**src/rtl/rooth_bus_arb.sv**
```systemverilog
// -----------------------------------------------------------------------------
// rooth_bus_arb
//
// Three-master to one-slave bus arbiter. Master 0 is the JTAG debug port,
// master 1 the core data port and master 2 the DMA/peripheral port. An access
// moves through three phases:
//   IDLE   - pick a winner round-robin, latch its request fields
//   ACCESS - drive the slave with the latched fields until s_ack
//   RESP   - return the registered read data to the winner for one cycle
// Only one access is in flight at a time, so m_rdata/m_err are shared and
// qualified by the one-hot m_rvalid.
//
// Parameters
//   DW           data and address width in bits
//   TIMEOUT_CYC  ACCESS cycles allowed before the watchdog fires
//                (only used when ROOTH_BUS_TIMEOUT_EN is defined)
//
// Build options
//   ROOTH_BUS_TIMEOUT_EN  when defined, an ACCESS that sees no s_ack within
//                         TIMEOUT_CYC cycles is ended with m_err=1, m_rdata=0.
//                         When undefined, ACCESS waits forever, m_err is 0.
//
// Ports
//   clk        single clock, rising edge
//   rst        synchronous active-high reset
//   m_req      per-master request, held until m_gnt
//   m_we       per-master write enable          (bit i)
//   m_addr     per-master address               ([i*DW +: DW])
//   m_wdata    per-master write data            ([i*DW +: DW])
//   m_be       per-master byte enables          ([i*4 +: 4])
//   m_gnt      one-cycle pulse: request accepted
//   m_rvalid   one-cycle pulse: response valid
//   m_rdata    shared response data, 0 unless m_rvalid
//   m_err      shared error flag, 0 unless m_rvalid
//   s_req      slave request, high for every ACCESS cycle
//   s_we       latched write enable
//   s_addr     latched address
//   s_wdata    latched write data
//   s_be       latched byte enables
//   s_ack      slave completion, only honoured in ACCESS
//   s_rdata    slave read data, valid with s_ack
// -----------------------------------------------------------------------------
module rooth_bus_arb #(
    parameter int unsigned DW          = 32,
    parameter int unsigned TIMEOUT_CYC = 255
) (
    input  logic            clk,
    input  logic            rst,

    input  logic [2:0]      m_req,
    input  logic [2:0]      m_we,
    input  logic [3*DW-1:0] m_addr,
    input  logic [3*DW-1:0] m_wdata,
    input  logic [11:0]     m_be,
    output logic [2:0]      m_gnt,
    output logic [2:0]      m_rvalid,
    output logic [DW-1:0]   m_rdata,
    output logic            m_err,

    output logic            s_req,
    output logic            s_we,
    output logic [DW-1:0]   s_addr,
    output logic [DW-1:0]   s_wdata,
    output logic [3:0]      s_be,
    input  logic            s_ack,
    input  logic [DW-1:0]   s_rdata
);

    typedef enum logic [1:0] {
        ST_IDLE   = 2'd0,
        ST_ACCESS = 2'd1,
        ST_RESP   = 2'd2
    } state_e;

    state_e          state_q,  state_d;
    logic [1:0]      last_q,   last_d;    // index of the last granted master
    logic [1:0]      idx_q,    idx_d;     // index of the master being served
    logic            we_q,     we_d;
    logic [DW-1:0]   addr_q,   addr_d;
    logic [DW-1:0]   wdata_q,  wdata_d;
    logic [3:0]      be_q,     be_d;
    logic [2:0]      gnt_q,    gnt_d;
    logic [2:0]      rvalid_q, rvalid_d;
    logic [DW-1:0]   rdata_q,  rdata_d;

`ifdef ROOTH_BUS_TIMEOUT_EN
    localparam int unsigned CNT_W = (TIMEOUT_CYC < 2) ? 1 : $clog2(TIMEOUT_CYC);
    // Count value seen during the last ACCESS cycle that is allowed to wait.
    localparam logic [CNT_W-1:0] CNT_LAST = CNT_W'(TIMEOUT_CYC - 1);

    logic [CNT_W-1:0] cnt_q, cnt_d;
    logic             err_q, err_d;
`endif

    // -------------------------------------------------------------------------
    // Round-robin winner: search starts just after the last granted master and
    // wraps 2->0. Only meaningful when at least one request bit is set.
    // -------------------------------------------------------------------------
    logic [1:0] win;

    always_comb begin
        // NOTE: every signal written in an always_comb gets a default first so
        // that no path leaves it unassigned and infers a latch.
        win = 2'd0;
        case (last_q)
            2'd0:    win = m_req[1] ? 2'd1 : (m_req[2] ? 2'd2 : 2'd0);
            2'd1:    win = m_req[2] ? 2'd2 : (m_req[0] ? 2'd0 : 2'd1);
            default: win = m_req[0] ? 2'd0 : (m_req[1] ? 2'd1 : 2'd2);
        endcase
    end

    // -------------------------------------------------------------------------
    // Next-state and next-output logic
    // -------------------------------------------------------------------------
    always_comb begin
        state_d  = state_q;
        last_d   = last_q;
        idx_d    = idx_q;
        we_d     = we_q;
        addr_d   = addr_q;
        wdata_d  = wdata_q;
        be_d     = be_q;
        // Pulses and response data default to 0 so they are only ever high
        // for the single cycle following the edge that set them.
        gnt_d    = 3'b000;
        rvalid_d = 3'b000;
        rdata_d  = '0;
`ifdef ROOTH_BUS_TIMEOUT_EN
        cnt_d    = cnt_q;
        err_d    = 1'b0;
`endif

        case (state_q)
            ST_IDLE: begin
                if (|m_req) begin
                    idx_d   = win;
                    last_d  = win;
                    we_d    = m_we[win];
                    addr_d  = m_addr[win*DW +: DW];
                    wdata_d = m_wdata[win*DW +: DW];
                    be_d    = m_be[win*4 +: 4];
                    gnt_d   = 3'b001 << win;
                    state_d = ST_ACCESS;
`ifdef ROOTH_BUS_TIMEOUT_EN
                    cnt_d   = '0;
`endif
                end
            end

            ST_ACCESS: begin
                // s_ack wins over a watchdog expiry on the same cycle.
                if (s_ack) begin
                    rvalid_d = 3'b001 << idx_q;
                    rdata_d  = s_rdata;
                    state_d  = ST_RESP;
                end
`ifdef ROOTH_BUS_TIMEOUT_EN
                else if (cnt_q == CNT_LAST) begin
                    rvalid_d = 3'b001 << idx_q;
                    err_d    = 1'b1;
                    state_d  = ST_RESP;
                end else begin
                    cnt_d = cnt_q + 1'b1;
                end
`endif
            end

            ST_RESP: begin
                state_d = ST_IDLE;
            end

            default: begin
                state_d = ST_IDLE;
            end
        endcase
    end

    // -------------------------------------------------------------------------
    // State registers
    // -------------------------------------------------------------------------
    always_ff @(posedge clk) begin
        // NOTE: sequential state uses non-blocking assignments so every
        // register samples the pre-edge value of every other register.
        if (rst) begin
            state_q  <= ST_IDLE;
            // Pointing at master 2 makes master 0 first in line after reset.
            last_q   <= 2'd2;
            idx_q    <= 2'd0;
            we_q     <= 1'b0;
            addr_q   <= '0;
            wdata_q  <= '0;
            be_q     <= 4'b0000;
            gnt_q    <= 3'b000;
            rvalid_q <= 3'b000;
            rdata_q  <= '0;
        end else begin
            state_q  <= state_d;
            last_q   <= last_d;
            idx_q    <= idx_d;
            we_q     <= we_d;
            addr_q   <= addr_d;
            wdata_q  <= wdata_d;
            be_q     <= be_d;
            gnt_q    <= gnt_d;
            rvalid_q <= rvalid_d;
            rdata_q  <= rdata_d;
        end
    end

`ifdef ROOTH_BUS_TIMEOUT_EN
    always_ff @(posedge clk) begin
        if (rst) begin
            cnt_q <= '0;
            err_q <= 1'b0;
        end else begin
            cnt_q <= cnt_d;
            err_q <= err_d;
        end
    end

    assign m_err = err_q;
`else
    // Without the watchdog an access cannot fail.
    assign m_err = 1'b0;

    // TIMEOUT_CYC stays on the parameter list so both builds are drop-in
    // compatible; nothing is generated from it here.
    if (TIMEOUT_CYC == 0) begin : g_timeout_unused
    end
`endif

    // -------------------------------------------------------------------------
    // Outputs
    // -------------------------------------------------------------------------
    assign s_req    = (state_q == ST_ACCESS);
    assign s_we     = we_q;
    assign s_addr   = addr_q;
    assign s_wdata  = wdata_q;
    assign s_be     = be_q;

    assign m_gnt    = gnt_q;
    assign m_rvalid = rvalid_q;
    assign m_rdata  = rdata_q;

endmodule

```
**config.mk**
```make
export PLATFORM = sky130hd
export DESIGN_NAME = rooth_bus_arb
export DESIGN_NICKNAME = d
export VERILOG_FILES = /design/src/rtl/rooth_bus_arb.sv
export SDC_FILE = /design/constraint.sdc
export NUM_CORES = 1
export LEC_CHECK = 0
export ABC_AREA = 1
export CAP_MARGIN = 20
export CORE_AREA = 2 2 137 139
export CTS_CLUSTER_SIZE = 25
export DETAILED_ROUTE_END_ITERATION = 16
export DIE_AREA = 0 0 139 141
export GPL_TIMING_DRIVEN = 0
export PLACE_DENSITY_LB_ADDON = 0.25
export SYNTH_ARGS = -nofsm -noshare
export SYNTH_HDL_FRONTEND = slang
export SYNTH_SLANG_ARGS = --single-unit
```
**constraint.sdc**
```tcl
create_clock -name clk -period 4.1 [get_ports clk]
set_input_delay 1.23 -clock clk [delete_from_list [all_inputs] [get_ports clk]]
set_output_delay 1.23 -clock clk [all_outputs]
set_load 0.05 [all_outputs]
```
== Word-level counts from Yosys, hierarchy flattened ==
Index checks and enable logic that the tools add are counted.

* Register bits: 113
* Latch bits: 0
* Memory bits (writable): 0
* Bits in read-only memories: 0
* Output and inout port bits: 109
* Memories: 0

* Add/subtract/negate cells: 0
* $mul: 0
* Div/mod/pow operators: 0
* $lt $le $gt $ge: 1
* Equality and inequality tests: 4
* Shifts and indexed selects: 5
* Muxes and demuxes: 12
* Bitwise operators: 4
* Reductions and logical operators: 7

{| class="wikitable"
|+ Operators with widths
! operator !! count
|-
| 96-bit by 8-bit variable part select with 32-bit output || 2
|-
| 2-bit 2-to-1 mux || 7
|-
| 12-bit by 5-bit variable part select with 4-bit output || 1
|-
| 3-bit OR reduction || 3
|-
| 2-bit one-hot mux with 2 select lines || 2
|-
| 1-bit by 2-bit left shift with 3-bit output (first input constant) || 2
|-
| 2-bit by 1-bit == test with 1-bit output (second input constant) || 2
|-
| 2-bit zero test || 2
|-
| 1-bit NOT || 4
|-
| 2-bit AND reduction || 2
|-
| 2-bit by 3-bit less-than comparator with 1-bit output (second input constant) || 1
|-
| 1-bit binary-select mux with 2-bit select || 1
|-
| 1-bit 2-to-1 mux || 2
|-
| 2-bit by 1-bit != test with 1-bit output (second input constant) || 1
|-
| 2-bit != test (second input constant) || 1
|}

== Depth between registers and ports, before layout ==
Gate-level depths: netlist of run 1.

* Depth in word-level cells: 5
* Depth in mapped cells: 8

== Worst setup path after synthesis of run 1 ==
No wires, ideal clock.

* Kind: flip-flop to output port
* Start: register state_q[0]
* End: output s_req
* Arrival time: 1.030 ns
* Setup slack: 1.840 ns
* Stages on the path, launching flop included: 3
* Buffers on the path: 0
* Path through: dfxtp_1 -> inv_1 -> nor2_1

* Longest elaborated chain between the ends: 1

{| class="wikitable"
|+ RTL lines
! item !! line !! text
|-
| from (decl) || 75 || <nowiki>state_e state_q, state_d;</nowiki>
|-
| from (signal assigned) || 197 || <nowiki>state_q <= state_d;</nowiki>
|-
| 2-bit by 1-bit == test with 1-bit output || 235 || <nowiki>assign s_req = (state_q == ST_ACCESS);</nowiki>
|-
| to (decl) || 60 || <nowiki>output logic s_req,</nowiki>
|}

Every way passes these cells.

== Final worst setup path of run 1 ==
Ends and elaborated chain as after synthesis.

==> results.py, run 1 <==
metrics = {
    "run_status": {
        "status": "finished, final reports clean",
    },
    "timing": {
        "rsz0062_at_grt": "false",
        "drv_slew": 0,
        "tightest_slew_ns": 0.574,
        "max_slew_margin_pct": 61.6,
        "setup_ws_ns": 1.12,
        "max_freq_ghz": 0.335,
        "finalHoldViolations": 0,
        "clock_skew_ns": 0.00967,
        "setup_violations": 0,
        "setup_tns_ns": 0,
        "layout_min_cycle_time_ns": 2.98,
        "period_share_pct": 72.7,
    },
    "run": {
        "maxCapViolations": 0,
    },
    "clock_tree": {
        "cts_setup_buffers": 0,
        "hold_buffers": 0,
        "root_buffer": "clkbuf_16",
        "cts_sinks": 112,
        "cts_buffers": 9,
        "post_cts_resized": 0,
        "cts_tree": "yes",
        "cts_max_level": 3,
        "cts.clk_slew.worst_paths_ns": 0.07,
        "clockBufferDepth": 2,
        "clk_latency_ns": 0.36,
    },
    "finish": {
        "layout_common_cells": "clkdlybuf4s50_1 (352), inv_1 (249), nor2_1 (178)",
        "final_net_count": 1585,
        "areaGrowthSynthToFinish_pct": 68.2,
        "final_common_cell": "clkdlybuf4s50_1",
        "drive_above_1_share_pct": 3.42,
        "n_antenna_cell": 0,
        "fillers": 1858,
    },
    "detailed_routing": {
        "routed_wl_mm": 23.3,
        "remaining_drc_errors": 0,
        "first_iter_violations": 469,
        "first_pass_iters": 5,
        "ant_nets": 0,
        "num_vias": 7212,
        "wire_per_inst_um": 14.8,
        "vias_per_cell": 4.57,
    },
    "placement": {
        "io_buffer_count": 352,
        "hpwl_mm": 17.7,
        "gp_congestion": 0.868,
        "post-place-ws_ns": 0.869,
    },
    "setup_path": {
        "critical-path-top-delay-family": "buffers and inverters",
        "rrSetupSlack_ns": 2.27,
        "critPathSlowestCell": "clkdlybuf4s50_1",
        "cp.required_ns": 2.87,
        "path_buf_inv": 2,
        "startpoint_type": "flip-flop",
        "reg2regPathDepth": 8,
        "cp.arrival_ns": 1.75,
        "cpPeakStageDelay_ns": 0.87,
        "path_cells": "inv_1, nor2_1, clkdlybuf4s50_1",
        "r2r-end": "s_addr[23]$_SDFFE_PP0P_",
        "path_class": "reg -> out",
        "path_depth": 3,
        "reg2reg_from": "last_q[0]$_SDFFE_PP0P_",
        "critPathMaxFanout": 3,
        "end_kind": "primary output",
    },
    "floorplanning": {
        "die-area_sq_um": 19600,
        "io_pins": 354,
        "die_w_um": 139,
        "rows": 50,
        "die_h_um": 141,
        "start_util_pct": 32.8,
        "core_sq_um": 18300,
    },
    "global_route": {
        "grt_usage_pct": 22.9,
        "grt_pass1_wl_mm": 36.0,
        "grt_pass1_vias": 6838,
        "grt-ovfl-total": 0,
        "antenna_found_initial": 0,
        "grt_max_degree": 19,
    },
    "yosys": {
        "ys_warn_count": 0,
        "synth_cells": 977,
        "yosysUniqueCellTypes": 19,
        "syn_nets": 1222,
        "synth_seq_area_share_pct": 37.4,
        "syn_area_sq_um": 6000,
        "avgSynthCellArea_sq_um": 6.14,
        "synth_seq_cells": 112,
    },
    "worst_hold_path": {
        "worstHoldPathType": "reg -> reg",
        "holdPathEnd": "m_rvalid[2]$_SDFF_PP0_",
        "min_path_cells": 2,
        "worstHoldStart": "idx_q[1]$_SDFFE_PP0P_",
    },
    "power_and_ir_drop": {
        "peakVddDrop_mv": 0.209,
        "total_power_w": 0.00391,
        "p_per_area_nw_per_um2": 388,
        "power.leakage_nw": 4.90,
    },
}
cells by family (layout without fill, tap and decap cells):
group | count (synthesis) | count (layout) | share of synthesized area [%]
other | 1 | 1 | 0.0625
buffers and inverters | 319 | 687 | 20.6
flip-flops | 112 | 112 | 37.4
AND/OR/NAND/NOR | 401 | 401 | 29.9
AO/OA/AOI/OAI | 144 | 144 | 12.0
registers in the layout, summed over array words and instances, names as in the netlist:
signal / cells
m_rvalid: 3
m_gnt: 3
state_q: 2
s_we: 1
m_rdata: 32
s_wdata: 32
s_be: 4
last_q: 2
idx_q: 1
s_addr: 32
worst reg2reg max path, cell delays in order, from the launching register on:
cell and delay [ns]:
dfxtp_1 0.40, inv_1 0.09, nor2_1 0.12, nand2_2 0.17
nand3_1 0.37, buf_2 0.33, nand2_1 0.10, nand3_1 0.09
a21oi_1 0.07
Yosys cell counts, drive strengths merged:
cell / n / area share (%)
clkinv: 1 / 0.063
or2: 1 / 0.10
a21oi: 72 / 6.0
o21ai: 71 / 5.9
nand2: 75 / 4.8
o22ai: 1 / 0.10
buf: 31 / 2.6
dfxtp: 112 / 37
clkbuf: 38 / 2.4
inv: 249 / 16
conb: 1 / 0.063
nand3: 76 / 6.5
nand4: 69 / 7.2
nor3: 2 / 0.17
nor2: 178 / 11
metal layers:
layer  vias up  GRT usage [%]  part of all wire [%]
li1       3719              -                     -
met5         -              0                     0
met1      3191           28.6                    42
met4         0           7.28                   2.1
met3        33           4.76                   7.0
met2       269           39.6                    49
worst max path at each step:
stage                       startpoint                       to
2_1_floorplan  state_q[0]$_SDFFE_PP0P_                    s_req
4_1_cts        state_q[0]$_SDFFE_PP0P_                    s_req
3_3_place_gp                       rst  state_q[1]$_SDFFE_PP0P_
6_report       state_q[0]$_SDFFE_PP0P_                    s_req
3_5_place_dp                       rst  state_q[1]$_SDFFE_PP0P_
5_1_grt        state_q[0]$_SDFFE_PP0P_                    s_req
per-stage QoR:
stage / cells / hold WS [ns] / util (%) / instance area (sq um)
2_1_floorplan: 977 / 0.439 / - / 6000
3_3_place_gp: 1563 / 0.473 / 53.7 / 9810
3_5_place_dp: 1563 / 0.477 / 53.7 / 9810
4_1_cts: 1579 / 0.492 / 55.2 / 10100
5_1_grt: 1579 / 0.502 / 55.2 / 10100
6_report: 1579 / 0.491 / 55.2 / 10100
where the power goes:
part           internal, W  switching, W  total [W]  leakage [nW]
logic             0.000666       0.00110    0.00176          3.84
registers          0.00123     0.0000670    0.00129         0.924
clock network     0.000417      0.000439   0.000856         0.133
layout make-up:
type                    instances  area (sq um)  area share (%)
inverters                     250           938            9.30
flip-flops and latches        112          2240            22.2
clock inverters                 6          43.8           0.434
clock buffers                  10           229            2.27
plain buffers                  69           298            2.95
multi-input cells             546          2520            25.0
repair buffers                352          3520            34.9
well taps                     234           293            2.90
(Power assumes the default switching activity.)
==> run 2: changes to the inputs <==
==> constraint.sdc (replaced) <==
create_clock -name clk -period 3 [get_ports clk]
set_input_delay 0.9 -clock clk [delete_from_list [all_inputs] [get_ports clk]]
set_output_delay 0.9 -clock clk [all_outputs]
set_load 0.05 [all_outputs]
==> results of run 2 <==
The final DEF is identical to that of run 1. Status: finished, final reports clean.
Main changes from that run: setup slack after placement 0.869 ns -> 0.0994 ns; setup slack after layout 1.12 ns -> 0.348 ns; register-to-register setup slack 2.27 ns -> 1.17 ns; total power 0.00391 W -> 0.00535 W; worst IR drop on VDD 0.209 mV -> 0.285 mV
